--- config.mk ---
export PLATFORM = sky130hd
export DESIGN_NAME = decode_stage_flat
export DESIGN_NICKNAME = d
export VERILOG_FILES = /design/src/rtl/decode_pkg.sv /design/src/rtl/decode_if.sv /design/src/rtl/rv_imm_decode.sv /design/src/rtl/decode_stage.sv /design/src/flat_wrapper.sv
export SDC_FILE = /design/constraint.sdc
export NUM_CORES = 1
export LEC_CHECK = 0
export ABC_AREA = 1
export BUFFER_PORTS_ARGS = -buffer_cell sky130_fd_sc_hd__buf_2
export CAP_MARGIN = 40
export CORE_AREA = 3 3 177 179
export DETAILED_ROUTE_END_ITERATION = 8
export DIE_AREA = 0 0 180 182
export PLACE_DENSITY = 0.55
export SLEW_MARGIN = 20
export SYNTH_ARGS = -nofsm -noshare
export SYNTH_HDL_FRONTEND = slang
export SYNTH_SLANG_ARGS = --single-unit
--- constraint.sdc ---
create_clock -name clk -period 7.7 [get_ports clk]
set_input_delay 0.77 -clock clk [delete_from_list [all_inputs] [get_ports clk]]
set_output_delay 0.77 -clock clk [all_outputs]
set_load 0.01 [all_outputs]
--- src/rtl/decode_pkg.sv ---
// Shared opcode constants, immediate-format enum and the decoded packet layout
// used by the decode stage and its immediate decoder.
package decode_pkg;

  localparam int XLEN = 32;
  localparam int PC_W = 32;

  localparam logic [6:0] OP_IMM = 7'b0010011;
  localparam logic [6:0] LOAD   = 7'b0000011;
  localparam logic [6:0] JALR   = 7'b1100111;
  localparam logic [6:0] STORE  = 7'b0100011;
  localparam logic [6:0] BRANCH = 7'b1100011;
  localparam logic [6:0] LUI    = 7'b0110111;
  localparam logic [6:0] AUIPC  = 7'b0010111;
  localparam logic [6:0] JAL    = 7'b1101111;
  localparam logic [6:0] OP     = 7'b0110011;

  typedef enum logic [2:0] {FMT_I, FMT_S, FMT_B, FMT_U, FMT_J, FMT_R, FMT_NONE} imm_fmt_t;

  typedef struct packed {
    logic [PC_W-1:0] pc;
    logic [6:0]      opcode;
    logic [4:0]      rd;
    logic [4:0]      rs1;
    logic [4:0]      rs2;
    logic [2:0]      funct3;
    logic [6:0]      funct7;
    logic [XLEN-1:0] imm;
    logic            uses_rs1;
    logic            uses_rs2;
    logic            writes_rd;
    logic            illegal;
  } decoded_pkt_t;

  function automatic imm_fmt_t opcode_fmt(input logic [6:0] op);
    case (op)
      OP_IMM, LOAD, JALR: opcode_fmt = FMT_I;
      STORE:              opcode_fmt = FMT_S;
      BRANCH:             opcode_fmt = FMT_B;
      LUI, AUIPC:         opcode_fmt = FMT_U;
      JAL:                opcode_fmt = FMT_J;
      OP:                 opcode_fmt = FMT_R;
      default:            opcode_fmt = FMT_NONE;
    endcase
  endfunction

endpackage

--- src/rtl/decode_if.sv ---
// Fetch-to-rename bus of the decode stage: input handshake, flush and the
// decoded head packet presented to rename.
interface decode_if #(
  parameter int XLEN = 32,
  parameter int PC_W = 32
);
  logic            flush;
  logic            in_valid;
  logic            in_ready;
  logic [31:0]     in_instr;
  logic [PC_W-1:0] in_pc;
  logic            out_valid;
  logic            out_ready;
  logic [PC_W-1:0] out_pc;
  logic [6:0]      out_opcode;
  logic [4:0]      out_rd;
  logic [4:0]      out_rs1;
  logic [4:0]      out_rs2;
  logic [2:0]      out_funct3;
  logic [6:0]      out_funct7;
  logic [XLEN-1:0] out_imm;
  logic            out_uses_rs1;
  logic            out_uses_rs2;
  logic            out_writes_rd;
  logic            out_illegal;

  modport slave (
    input  flush, in_valid, in_instr, in_pc, out_ready,
    output in_ready, out_valid, out_pc, out_opcode, out_rd, out_rs1, out_rs2,
           out_funct3, out_funct7, out_imm, out_uses_rs1, out_uses_rs2,
           out_writes_rd, out_illegal
  );

  modport master (
    output flush, in_valid, in_instr, in_pc, out_ready,
    input  in_ready, out_valid, out_pc, out_opcode, out_rd, out_rs1, out_rs2,
           out_funct3, out_funct7, out_imm, out_uses_rs1, out_uses_rs2,
           out_writes_rd, out_illegal
  );
endinterface

--- src/rtl/rv_imm_decode.sv ---
// Combinational RV32I immediate decoder: classifies the opcode into a format
// and builds the sign-extended immediate (zero for R-type and unknown opcodes).
module rv_imm_decode
  import decode_pkg::*;
#(
  parameter int XLEN = 32
) (
  input  logic [31:0]             instr,
  output imm_fmt_t                fmt,
  output logic signed [XLEN-1:0]  imm
);

  always_comb begin
    fmt = opcode_fmt(instr[6:0]);
    imm = '0;
    case (fmt)
      FMT_I: imm = {{(XLEN-12){instr[31]}}, instr[31:20]};
      FMT_S: imm = {{(XLEN-12){instr[31]}}, instr[31:25], instr[11:7]};
      FMT_B: imm = {{(XLEN-12){instr[31]}}, instr[7], instr[30:25], instr[11:8], 1'b0};
      FMT_U: imm = {{(XLEN-31){instr[31]}}, instr[30:12], 12'b0};
      FMT_J: imm = {{(XLEN-20){instr[31]}}, instr[19:12], instr[20], instr[30:21], 1'b0};
      default: imm = '0;
    endcase
  end

endmodule

--- src/rtl/decode_stage.sv ---
// Decode stage: decodes the incoming instruction and holds decoded packets in a
// two-entry skid buffer presented to rename, with flush on redirect.
module decode_stage
  import decode_pkg::*;
#(
  parameter int XLEN  = 32,
  parameter int PC_W  = 32,
  parameter int DEPTH = 2
) (
  input  logic     clk,
  input  logic     reset,
  decode_if.slave  bus
);

  imm_fmt_t                fmt_p0;
  logic signed [XLEN-1:0]  imm_p0;
  decoded_pkt_t            pkt_p0;

  decoded_pkt_t            buf_p1 [DEPTH];
  decoded_pkt_t            head_p1;
  logic                    wr_ptr;
  logic                    rd_ptr;
  logic [1:0]              count;
  logic                    push;
  logic                    pop;

  // p0: combinational decode of the incoming instruction
  rv_imm_decode #(.XLEN(XLEN)) u_imm_decode (
    .instr (bus.in_instr),
    .fmt   (fmt_p0),
    .imm   (imm_p0)
  );

  always_comb begin
    pkt_p0           = '0;
    pkt_p0.pc        = bus.in_pc;
    pkt_p0.opcode    = bus.in_instr[6:0];
    pkt_p0.rd        = bus.in_instr[11:7];
    pkt_p0.rs1       = bus.in_instr[19:15];
    pkt_p0.rs2       = bus.in_instr[24:20];
    pkt_p0.funct3    = bus.in_instr[14:12];
    pkt_p0.funct7    = bus.in_instr[31:25];
    pkt_p0.imm       = imm_p0;
    pkt_p0.uses_rs1  = fmt_p0 inside {FMT_I, FMT_S, FMT_B, FMT_R};
    pkt_p0.uses_rs2  = fmt_p0 inside {FMT_S, FMT_B, FMT_R};
    pkt_p0.writes_rd = (fmt_p0 inside {FMT_I, FMT_U, FMT_J, FMT_R}) && (bus.in_instr[11:7] != 5'd0);
    pkt_p0.illegal   = (fmt_p0 == FMT_NONE);
  end

  assign bus.in_ready  = (count < 2'(DEPTH));
  assign bus.out_valid = (count != 2'd0);
  assign push = bus.in_valid & bus.in_ready & ~bus.flush;
  assign pop  = bus.out_valid & bus.out_ready & ~bus.flush;

  // p1: skid buffer; flush wins over any same-cycle push or pop
  always_ff @(posedge clk or posedge reset) begin
    if (reset) begin
      count  <= 2'd0;
      wr_ptr <= 1'b0;
      rd_ptr <= 1'b0;
      for (int i = 0; i < DEPTH; i++) buf_p1[i] <= '0;
    end else if (bus.flush) begin
      count  <= 2'd0;
      wr_ptr <= 1'b0;
      rd_ptr <= 1'b0;
    end else begin
      if (push) begin
        buf_p1[wr_ptr] <= pkt_p0;
        wr_ptr         <= ~wr_ptr;
      end
      if (pop) rd_ptr <= ~rd_ptr;
      count <= count + {1'b0, push} - {1'b0, pop};
    end
  end

  assign head_p1           = buf_p1[rd_ptr];
  assign bus.out_pc        = PC_W'(head_p1.pc);
  assign bus.out_opcode    = head_p1.opcode;
  assign bus.out_rd        = head_p1.rd;
  assign bus.out_rs1       = head_p1.rs1;
  assign bus.out_rs2       = head_p1.rs2;
  assign bus.out_funct3    = head_p1.funct3;
  assign bus.out_funct7    = head_p1.funct7;
  assign bus.out_imm       = XLEN'(head_p1.imm);
  assign bus.out_uses_rs1  = head_p1.uses_rs1;
  assign bus.out_uses_rs2  = head_p1.uses_rs2;
  assign bus.out_writes_rd = head_p1.writes_rd;
  assign bus.out_illegal   = head_p1.illegal;

endmodule

--- src/flat_wrapper.sv ---
// flat-port wrapper written by rule: the top's interface ports become plain ports
module decode_stage_flat import decode_pkg::*;
#(
  parameter int XLEN  = 32,
  parameter int PC_W  = 32,
  parameter int DEPTH = 2
)
  (clk, reset, bus_flush, bus_in_valid, bus_in_instr, bus_in_pc, bus_out_ready, bus_in_ready, bus_out_valid, bus_out_pc, bus_out_opcode, bus_out_rd, bus_out_rs1, bus_out_rs2, bus_out_funct3, bus_out_funct7, bus_out_imm, bus_out_uses_rs1, bus_out_uses_rs2, bus_out_writes_rd, bus_out_illegal);
  decode_if #(.XLEN(XLEN), .PC_W(PC_W)) bus_i ();
  input  logic clk;
  input  logic reset;
  input wire logic [$bits(bus_i.flush)-1:0] bus_flush;
  input wire logic [$bits(bus_i.in_valid)-1:0] bus_in_valid;
  input wire logic [$bits(bus_i.in_instr)-1:0] bus_in_instr;
  input wire logic [$bits(bus_i.in_pc)-1:0] bus_in_pc;
  input wire logic [$bits(bus_i.out_ready)-1:0] bus_out_ready;
  output wire logic [$bits(bus_i.in_ready)-1:0] bus_in_ready;
  output wire logic [$bits(bus_i.out_valid)-1:0] bus_out_valid;
  output wire logic [$bits(bus_i.out_pc)-1:0] bus_out_pc;
  output wire logic [$bits(bus_i.out_opcode)-1:0] bus_out_opcode;
  output wire logic [$bits(bus_i.out_rd)-1:0] bus_out_rd;
  output wire logic [$bits(bus_i.out_rs1)-1:0] bus_out_rs1;
  output wire logic [$bits(bus_i.out_rs2)-1:0] bus_out_rs2;
  output wire logic [$bits(bus_i.out_funct3)-1:0] bus_out_funct3;
  output wire logic [$bits(bus_i.out_funct7)-1:0] bus_out_funct7;
  output wire logic [$bits(bus_i.out_imm)-1:0] bus_out_imm;
  output wire logic [$bits(bus_i.out_uses_rs1)-1:0] bus_out_uses_rs1;
  output wire logic [$bits(bus_i.out_uses_rs2)-1:0] bus_out_uses_rs2;
  output wire logic [$bits(bus_i.out_writes_rd)-1:0] bus_out_writes_rd;
  output wire logic [$bits(bus_i.out_illegal)-1:0] bus_out_illegal;
  assign bus_i.flush = bus_flush;
  assign bus_i.in_valid = bus_in_valid;
  assign bus_i.in_instr = bus_in_instr;
  assign bus_i.in_pc = bus_in_pc;
  assign bus_i.out_ready = bus_out_ready;
  assign bus_in_ready = bus_i.in_ready;
  assign bus_out_valid = bus_i.out_valid;
  assign bus_out_pc = bus_i.out_pc;
  assign bus_out_opcode = bus_i.out_opcode;
  assign bus_out_rd = bus_i.out_rd;
  assign bus_out_rs1 = bus_i.out_rs1;
  assign bus_out_rs2 = bus_i.out_rs2;
  assign bus_out_funct3 = bus_i.out_funct3;
  assign bus_out_funct7 = bus_i.out_funct7;
  assign bus_out_imm = bus_i.out_imm;
  assign bus_out_uses_rs1 = bus_i.out_uses_rs1;
  assign bus_out_uses_rs2 = bus_i.out_uses_rs2;
  assign bus_out_writes_rd = bus_i.out_writes_rd;
  assign bus_out_illegal = bus_i.out_illegal;
  decode_stage #(.XLEN(XLEN), .PC_W(PC_W), .DEPTH(DEPTH)) u_core (.clk(clk), .reset(reset), .bus(bus_i));
endmodule
==> impl_metrics.csv, run 1 <==
group,metric,value,unit
outcome,status,"complete, no violations",
floorplan,die_h,182,um
hold_path,hp-class,"input pin to asynchronous set/reset pin",
floorplan,die_area,32800,um2
route,num_vias,8047,
critical_path,r2r_cells,7,
critical_path,crit_family,"buffers and inverters",
synthesis,synth_edf_count,0,
route,drt_iter0_drc,700,
timing,clock_skew,0.0111,ns
cells_and_area,syn_to_final_growth,19.7,%
timing,finalCritPeriodShare,0.465,
synthesis,synth_warnings,0,
cells_and_area,final_cell_mix,"nand2_1 (511), dfrtp_1 (203), buf_2 (170)",
synthesis,syn_area_per_cell,7.95,um2
floorplan,die_w,180,um
place,io_buffers,170,
grt,grt_max_degree,70,
cts,postCtsSetupBuffers,0,
cells_and_area,final_common_cell,"nand2_1",
timing,finalSetupTns,0,ns
synthesis,async_reset_ff_frac,1.00,
cts,clk_latency,0.52,ns
timing,relSlewSlack,0.521,
flow_run,max-cap-violations,0,
power,vdd_drop_max,0.203,mV
floorplan,pin_count,171,
synthesis,yosysUniqueCellTypes,34,
cts,cts_buffers,24,
synthesis,syn_inst,1196,
critical_path,cp_slowest_cell,"dfrtp_4",
critical_path,cp-end-kind,"output pin",
critical_path,cp.required,6.93,ns
place,place_hpwl,18.6,mm
synthesis,synth_nets,1267,
cts,cts.sinks,204,
route,drcViolationCount,0,
cells_and_area,drive_above_1_share,0.190,
grt,grt_overflow,0,
cts,cts_max_path_buffers,3,
critical_path,critPathKind,"register to output pin",
place,gp_congestion,0.824,
cells_and_area,final_nets,1403,
critical_path,reg2reg_setup_slack,5.22,ns
timing,hold_violations,0,
cells_and_area,fin_util,0.383,
timing,tightest_slew,0.718,ns
cts,htree_levels,1,
critical_path,cp-start-kind,"register",
cts,hold_buffers,0,
critical_path,crit_arrival,2.81,ns
grt,grt_pass1_vias,7578,
floorplan,rows,63,
cells_and_area,fill_cells,3149,
synthesis,synth_seq_cells,204,
cts,cts-root-buf,"clkbuf_16",
cts,ctsResizeCount,0,
cts,clk_pin_slew,0.07,ns
cells_and_area,final_cells,1737,
route,first_pass_iters,5,
grt,grt_pass1_wl,42.5,mm
timing,rsz0062_at_grt,"false",
place,dp.cells,1696,
floorplan,core_area,29700,um2
power,leakage,6.10,nW
critical_path,crit_cells,5,
timing,period_needed,3.58,ns
route,wire_per_inst,15.5,um
synthesis,synth_area,9510,um2
timing,holdWs,0.316,ns
timing,finalMaxSlewViolations,0,
grt,antenna_found_initial,2,
critical_path,cp_cell_sequence,"inv_2, buf_4, nand2_1, nand2_1, buf_2",
critical_path,cp_num_buf_inv,3,
critical_path,max_stage_delay,0.74,ns
cts,cts_tree,"done",
route,avgViaCountPerCell,4.63,
grt,grt_usage,0.160,
power,power.density,323,nW/um2
critical_path,crit_top_cell,"nand2_1",
floorplan,start_util,0.320,
route,wirelength,26.9,mm
synthesis,synth-main-ff-cell,"dfrtp_1",
timing,setup_viol,0,
route,detail-route-antenna-nets,0,
critical_path,cp_max_fo,59,
synthesis,seq_area_frac_synth,0.537,
timing,max_freq,279,MHz
## cells in the mapped netlist, types with 3 or more instances
master / n / area (um2)
nand2_2: 6 / 37.5
o21bai_1: 6 / 45.0
dfrtp_1: 204 / 5100
o21ai_0: 160 / 801
nor2_4: 4 / 45.0
nand4_1: 11 / 68.8
nor2_1: 38 / 143
buf_4: 11 / 82.6
buf_2: 26 / 130
o21ai_1: 9 / 45.0
a31oi_1: 20 / 125
nand2_1: 511 / 1920
buf_6: 4 / 45.0
nand3_2: 6 / 60.1
nand3_1: 16 / 80.1
inv_1: 96 / 360
nand2_4: 5 / 56.3
buf_1: 3 / 11.3
o221ai_1: 4 / 35.0
clkbuf_1: 25 / 93.8
o21ai_2: 4 / 35.0
inv_2: 10 / 37.5
## cell type report
cell class / count / area (um2) / share of cell area
tap: 390 / 488 / 0.0429
clock buffer: 35 / 693 / 0.0609
sequential: 204 / 5110 / 0.449
clock inverter: 5 / 50.0 / 0.00440
multi-input combinational: 815 / 3630 / 0.319
timing repair buffer: 180 / 998 / 0.0877
antenna: 1 / 2.50 / 0.000220
inverter: 107 / 412 / 0.0362
## where the power goes
| group | switching, W | internal, W |
|---|---|---|
| Sequential | 0.000213 | 0.00142 |
| Clock | 0.000433 | 0.000651 |
| Combinational | 0.000582 | 0.000376 |
| Total | 0.00123 | 0.00245 |
## cells by family after synthesis
| family | count (synthesis) | synth area share |
|---|---|---|
| buffers and inverters | 177 | 0.0822 |
| adders and majority gates | 2 | 0.00263 |
| DFF | 204 | 0.537 |
| xor gates and xnor gates | 2 | 0.00184 |
| and+or+nand+nor | 602 | 0.257 |
| AOI/OAI and AO/OA | 209 | 0.119 |
## path summary, 6_finish.rpt
check	to	startpoint
max in group asynchronous	u_core.buf_p1[121]	reset
worst max-delay path	bus_out_writes_rd	u_core.rd_ptr
worst max register to register	u_core.buf_p1[70]	u_core.count[1]
worst min-delay path	u_core.buf_p1[108]	reset
worst min register to register	u_core.buf_p1[33]	u_core.buf_p1[33]
min in group clk	u_core.buf_p1[33]	u_core.buf_p1[33]
## per-layer routing
metal  up-vias  track usage  wire length [um]
met3        44       0.0298              1540
li1       4026            -                 -
met4         4       0.0384               655
met2       224        0.250             11900
met5         -            0                25
met1      3749        0.230             12800
## state kept, by name, indices dropped and copies added (netlist names)
name,flops
u_core.buf_p1,200
u_core.count,2
u_core.rd_ptr,1
u_core.wr_ptr,1
## stage by stage
| stage | instance area (um2) | power [W] | setup WS, ns |
|---|---|---|---|
| 2_1_floorplan | 9510 | 0.00223 | 1.36 |
| 3_3_place_gp | 10500 | 0.00259 | 4.66 |
| 3_5_place_dp | 10600 | 0.00263 | 4.62 |
| 4_1_cts | 11400 | 0.00373 | 4.07 |
| 5_1_grt | 11400 | 0.00394 | 3.91 |
| 6_report | 11400 | 0.00368 | 4.12 |
(Power assumes the default switching activity.)
==> run 2, diff against run 1 <==
Settings changed: ABC_AREA 1 to 0, CORE_AREA 3 3 177 179 to 3 3 175 177, DIE_AREA 0 0 180 182 to 0 0 178 180, PLACE_DENSITY 0.55 to 0.56.
Clock period 7.7 ns to 3.4 ns, I/O delays scaled along.
==> impl_metrics.csv, run 2 <==
group,metric,value,unit
cells_and_area,drive_above_1_share,0.293,
synthesis,synth_top_area_share,0.546,
route,drcViolationCount,0,
power,p_comb_frac,0.304,
critical_path,cp-start-kind,"register",
timing,period_needed,2.63,ns
timing,setup_viol,0,
synthesis,netlist_top_cells_count,"nand2_1 (415), dfrtp_1 (204), mux2_2 (102)",
timing,finalMaxSlewViolations,0,
power,p_int,0.00621,W
flow_run,max-cap-violations,0,
route,avgViaCountPerCell,4.67,
floorplan,die_w,178,um
critical_path,cp-end-kind,"output pin",
cells_and_area,regArea,5110,um2
power,leakage,5.72,nW
critical_path,crit_arrival,2.29,ns
synthesis,synthMuxAreaShare,0.123,
cts,cts_buffers,23,
synthesis,synthAdderAreaFrac,0.00268,
timing,finalCritPeriodShare,0.774,
timing,max_freq,380,MHz
floorplan,die_h,180,um
power,power.density,810,nW/um2
synthesis,synth.largest_area_cell,"dfrtp_1",
place,place_hpwl,16.8,mm
route,wirelength,25.5,mm
critical_path,cp_max_fo,36,
route,drt_iter0_drc,397,
synthesis,post-synth-top-count-cell,"nand2_1",
synthesis,synthXorXnorAreaFrac,0.00375,
cells_and_area,final_common_cell,"nand2_1",
synthesis,synth_edf_count,0,
synthesis,syn_inst,985,
cts,cts_tree,"done",
synthesis,synth_compound_area_frac,0.0702,
timing,rsz0062_at_grt,"false",
timing,clock_skew,0.00795,ns
synthesis,synth_area_leaders,"dfrtp_1 (55%), nand2_1 (17%), mux2_2 (12%)",
grt,grt_usage,0.159,
power,switchingPower,0.00297,W
grt,antenna_found_initial,2,
cells_and_area,multi_input_area,3910,um2
power,p_clk_frac,0.280,
critical_path,critPathKind,"register to output pin",
synthesis,synth_nets,1056,
synthesis,synth_seq_cells,204,
cells_and_area,fill_cells,3012,
cells_and_area,final_cell_mix,"nand2_1 (415), dfrtp_1 (203), buf_2 (170)",
cts,clk_pin_slew,0.06,ns
synthesis,synth_warnings,0,
route,num_vias,7170,
timing,hold_violations,0,
cts,htree_levels,1,
cells_and_area,n_antenna_cell,0,
cells_and_area,final_nets,1201,
timing,fin_ws,0.768,ns
grt,grt_overflow,0,
cells_and_area,reg.largest.list,"u_core.buf_p1 (200), u_core.count (2)",
timing,relSlewSlack,0.454,
synthesis,synth-main-ff-cell,"dfrtp_1",
synthesis,seq_area_frac_synth,0.546,
synthesis,async_reset_ff_frac,1.00,
floorplan,core_area,29400,um2
timing,finalSetupTns,0,ns
cts,clk_latency,0.51,ns
critical_path,cp.required,3.06,ns
place,io_buffers,170,
grt,grt_pass1_vias,7241,
synthesis,syn_area_per_cell,9.50,um2
route,wire_per_inst,16.6,um
timing,tightest_slew,0.818,ns
cts,cts.sinks,204,
synthesis,yosysUniqueCellTypes,47,
cells_and_area,top_register,"u_core.buf_p1",
synthesis,synth-simple-area-share,0.216,
power,switching_share,0.323,
cells_and_area,largest_register_ffs,200,
floorplan,pin_count,171,
cts,cts-root-buf,"clkbuf_16",
grt,grt_max_degree,91,
outcome,status,"complete, no violations",
cells_and_area,syn_to_final_growth,21.2,%
grt,grt_pass1_wl,41.0,mm
cts,cts_max_path_buffers,3,
synthesis,synth_top_family_by_area,"simple AND/OR/NAND/NOR gates",
floorplan,die_area,32000,um2
route,first_pass_iters,4,
route,detail-route-antenna-nets,0,
floorplan,start_util,0.318,
power,sequentialPowerShare,0.416,
power,p_total,0.00918,W
place,gp_congestion,0.789,
synthesis,synth_area,9350,um2
place,pre_cts_ws,1.05,ns
floorplan,rows,63,
hold_path,hp-class,"input pin to register",
power,vdd_drop_max,0.322,mV
==> run 2: logic make-up (layout without fill, tap and decap cells) <==
family                   Yosys count  after routing
AO/OA/AOI/OAI                     98             98
XOR/XNOR                           4              4
multiplexers                     102            102
adder cells (fa/ha/maj)            2              2
buffers and inverters             71            231
AND/OR/NAND/NOR                  504            504
flip-flops                       204            204
==> run 2: final timing paths <==
check / start / endpoint / slack (ns) / depth (start not counted)
setup / recovery: u_core.rd_ptr / bus_out_imm[1] / 0.77 / 3
hold / removal: bus_in_pc[14] / u_core.buf_p1[82] / 0.03 / 3
setup reg to reg: u_core.count[1] / u_core.buf_p1[21] / 1.18 / 4
hold reg to reg: u_core.buf_p1[169] / u_core.buf_p1[169] / 0.47 / 2
max in group asynchronous: reset / u_core.rd_ptr / 2.34 / 4
min in group asynchronous: reset / u_core.buf_p1[37] / 0.29 / 3
==> run 2: cell type report <==
type | instances | share of cell area
tap | 390 | 0.0430
clock inverter | 7 | 0.0100
sequential | 204 | 0.451
timing repair buffer | 185 | 0.0909
clock buffer | 33 | 0.0585
inverter | 6 | 0.00232
multi-input combinational | 710 | 0.345
==> run 2: power groups by stage <==
stage                     logic, W  registers (W)  clock network [W]
final                      0.00279        0.00382            0.00257
after global routing       0.00315        0.00395            0.00274
after floorplan            0.00194        0.00368                  0
after CTS                  0.00286        0.00383            0.00264
after detailed placement   0.00284        0.00386                  0
after global placement     0.00280        0.00383                  0
==> run 2: worst max-delay path: stages (launching register included) <==
cell     delay, ns
dfrtp_4       0.80
buf_4         0.41
mux2_2        0.40
buf_2         0.15
==> run 2: routing by layer <==
metal | global-route usage | wire, um | part of all wire
met2 | 0.253 | 11800 | 0.47
met5 | 0 | 21 | 0.00082
met4 | 0.0383 | 554 | 0.022
met3 | 0.0298 | 1270 | 0.050
met1 | 0.224 | 11800 | 0.46
==> run 2: per-stage QoR <==
stage | instance area (um2) | instances | hold slack (ns) | util
after floorplan | 9360 | 985 | 0.406 | -
after CTS | 11300 | 1534 | 0.00143 | 0.385
after detailed placement | 10500 | 1492 | 0.458 | 0.358
after global routing | 11300 | 1535 | 0.0169 | 0.386
final | 11300 | 1535 | 0.0331 | 0.386
after global placement | 10500 | 1492 | 0.451 | 0.358
==> run 2: repair_timing <==
item                      4_1_cts  5_1_grt
hold endpoints to repair       31        0
resized for setup               0        0
hold buffers                    2        0
buffers inserted                0        0
==> run 3, diff against run 2 <==
Settings changed: PLACE_DENSITY 0.56 to 0.57.
Clock period 3.4 ns to 2.16 ns, I/O delays scaled along.
==> impl_metrics.csv, run 3 (same netlist as run 2, synthesis figures left out) <==
group,metric,value,unit
cells_and_area,fin_util,0.412,
timing,holdWs,0.0331,ns
grt,grt_overflow,0,
place,place_area,10700,um2
timing,clock_skew,0.00826,ns
route,drt_iter0_drc,512,
critical_path,cp-end-kind,"output pin",
cells_and_area,final_cells,1610,
timing,finalCritPeriodShare,0.962,
floorplan,rows,63,
cells_and_area,n_antenna_cell,0,
cells_and_area,fin_area,12100,um2
grt,grt_usage,0.159,
timing,tightest_slew,0.784,ns
critical_path,crit_family,"buffers and inverters",
floorplan,die_w,178,um
hold_path,worstHoldPathCells,3,
cells_and_area,largest_register_ffs,200,
cts,cts_tree,"done",
cells_and_area,top_register,"u_core.buf_p1",
timing,max_freq,481,MHz
cells_and_area,final_common_cell,"nand2_1",
critical_path,cp_num_buf_inv,2,
critical_path,cp_slowest_cell,"dfrtp_4",
timing,rsz0062_at_grt,"false",
timing,hold_violations,0,
critical_path,critPathKind,"register to output pin",
cells_and_area,drive_above_1_share,0.292,
cells_and_area,syn_to_final_growth,29.6,%
route,drcViolationCount,0,
timing,period_needed,2.08,ns
critical_path,r2r_cells,9,
grt,antenna_found_initial,3,
grt,grt_pass1_wl,41.5,mm
flow_run,max-cap-violations,0,
cts,cts.sinks,204,
route,avgViaCountPerCell,4.67,
hold_path,hp-start,"bus_in_instr[4]",
critical_path,cp_max_fo,23,
power,power.density,1220,nW/um2
place,place_hpwl,17.1,mm
place,gp_congestion,0.826,
cts,htree_levels,1,
critical_path,r2r-start,"u_core.count[1]",
hold_path,hp-class,"input pin to register",
place,io_buffers,170,
critical_path,max_stage_delay,0.43,ns
critical_path,crit_arrival,1.86,ns
timing,relSlewSlack,0.477,
cells_and_area,final_cell_mix,"nand2_1 (415), dfrtp_1 (203), buf_2 (170)",
cts,clk_pin_slew,0.06,ns
route,wire_per_inst,16.0,um
cells_and_area,final_nets,1274,
timing,finalMaxSlewViolations,0,
floorplan,die_h,180,um
route,first_pass_iters,5,
place,dp.cells,1508,
cts,cts-root-buf,"clkbuf_16",
grt,grt_max_degree,74,
floorplan,die_area,32000,um2
cts,postCtsSetupBuffers,0,
critical_path,cp_cell_sequence,"buf_4, mux2_2, buf_2",
cts,cts_buffers,24,
route,num_vias,7513,
grt,grt_pass1_vias,7402,
cts,clk_latency,0.52,ns
critical_path,reg2reg_setup_slack,0.30,ns
cells_and_area,reg.largest.list,"u_core.buf_p1 (200), u_core.count (2)",
critical_path,worstReg2RegEnd,"u_core.count[1]",
outcome,status,"complete, no violations",
floorplan,start_util,0.318,
route,wirelength,25.8,mm
cts,cts_max_path_buffers,3,
critical_path,cp.required,1.94,ns
floorplan,core_area,29400,um2
route,detail-route-antenna-nets,0,
power,vdd_drop_max,0.503,mV
critical_path,cp-start-kind,"register",
timing,setup_viol,0,
hold_path,holdPathEnd,"u_core.buf_p1[165]",
floorplan,pin_count,171,
power,leakage,6.08,nW
==> run 3: cell count changes in the layout (fill, tap and decap cells not counted) <==
cell           change
clkbuf_1           -2
clkinv_4           +1
clkinv_2           +2
inv_6              -1
clkbuf_16          +2
buf_12             +3
clkbuf_8           +1
dlygate4sd3_1     +57
buf_4             +12
==> run 3: how the worst max path moves through the flow <==
| stage | from | end | slack [ns] | depth (start not counted) |
|---|---|---|---|---|
| 3_3_place_gp | u_core.count[1] | u_core.count[1] | 0.32 | 9 |
| 2_1_floorplan | reset | u_core.buf_p1[0] | -0.70 | 1 |
| 5_1_grt | u_core.rd_ptr | bus_out_rs2[1] | 0.01 | 3 |
| 6_report | u_core.rd_ptr | bus_out_rs2[1] | 0.08 | 3 |
| 4_1_cts | u_core.rd_ptr | bus_out_rs2[1] | 0.05 | 3 |
| 3_5_place_dp | u_core.count[1] | u_core.count[1] | 0.31 | 9 |
==> run 3: final cells by class <==
type / instances / area, um2
clock buffer: 34 / 719
clock inverter: 9 / 124
fill: 2866 / 17300
inverter: 6 / 26.3
multi-input combinational: 710 / 3910
sequential: 204 / 5110
tap: 390 / 488
timing repair buffer: 257 / 1750
==> run 3: layer usage <==
metal / vias up / track usage / wire length, um / share of wire
met2: 181 / 0.253 / 11900 / 0.46
li1: 3651 / - / - / -
met3: 41 / 0.0253 / 1130 / 0.044
met1: 3634 / 0.229 / 12200 / 0.47
met4: 6 / 0.0346 / 515 / 0.020
met5: - / 0 / 34 / 0.0013
==> run 3: timing repair <==
item                                   CTS  global route
resized for setup                        0             0
hold buffers                            59             0
endpoints found under the hold margin  151             0
==> run 3: power by group <==
part	internal [W]	switching (W)	leakage, nW
sequential	0.00524	0.000701	2.55
clock	0.00267	0.00161	0.421
combinational	0.00217	0.00242	3.11
==> run 3: stage by stage <==
step	TNS, ns	total power (W)	setup slack (ns)
floorplan	-142.86	0.00885	-0.700
global placement	0	0.0105	0.316
detailed placement	0	0.0106	0.306
CTS	0	0.0150	0.0459
global route	0	0.0158	0.0136
finish	0	0.0148	0.0822
==> run 3: tightest hold or removal path, delay by kind of cell <==
kind          cells  cell delay [ns]
buf+inv           1             0.18
simple gates      2             0.12
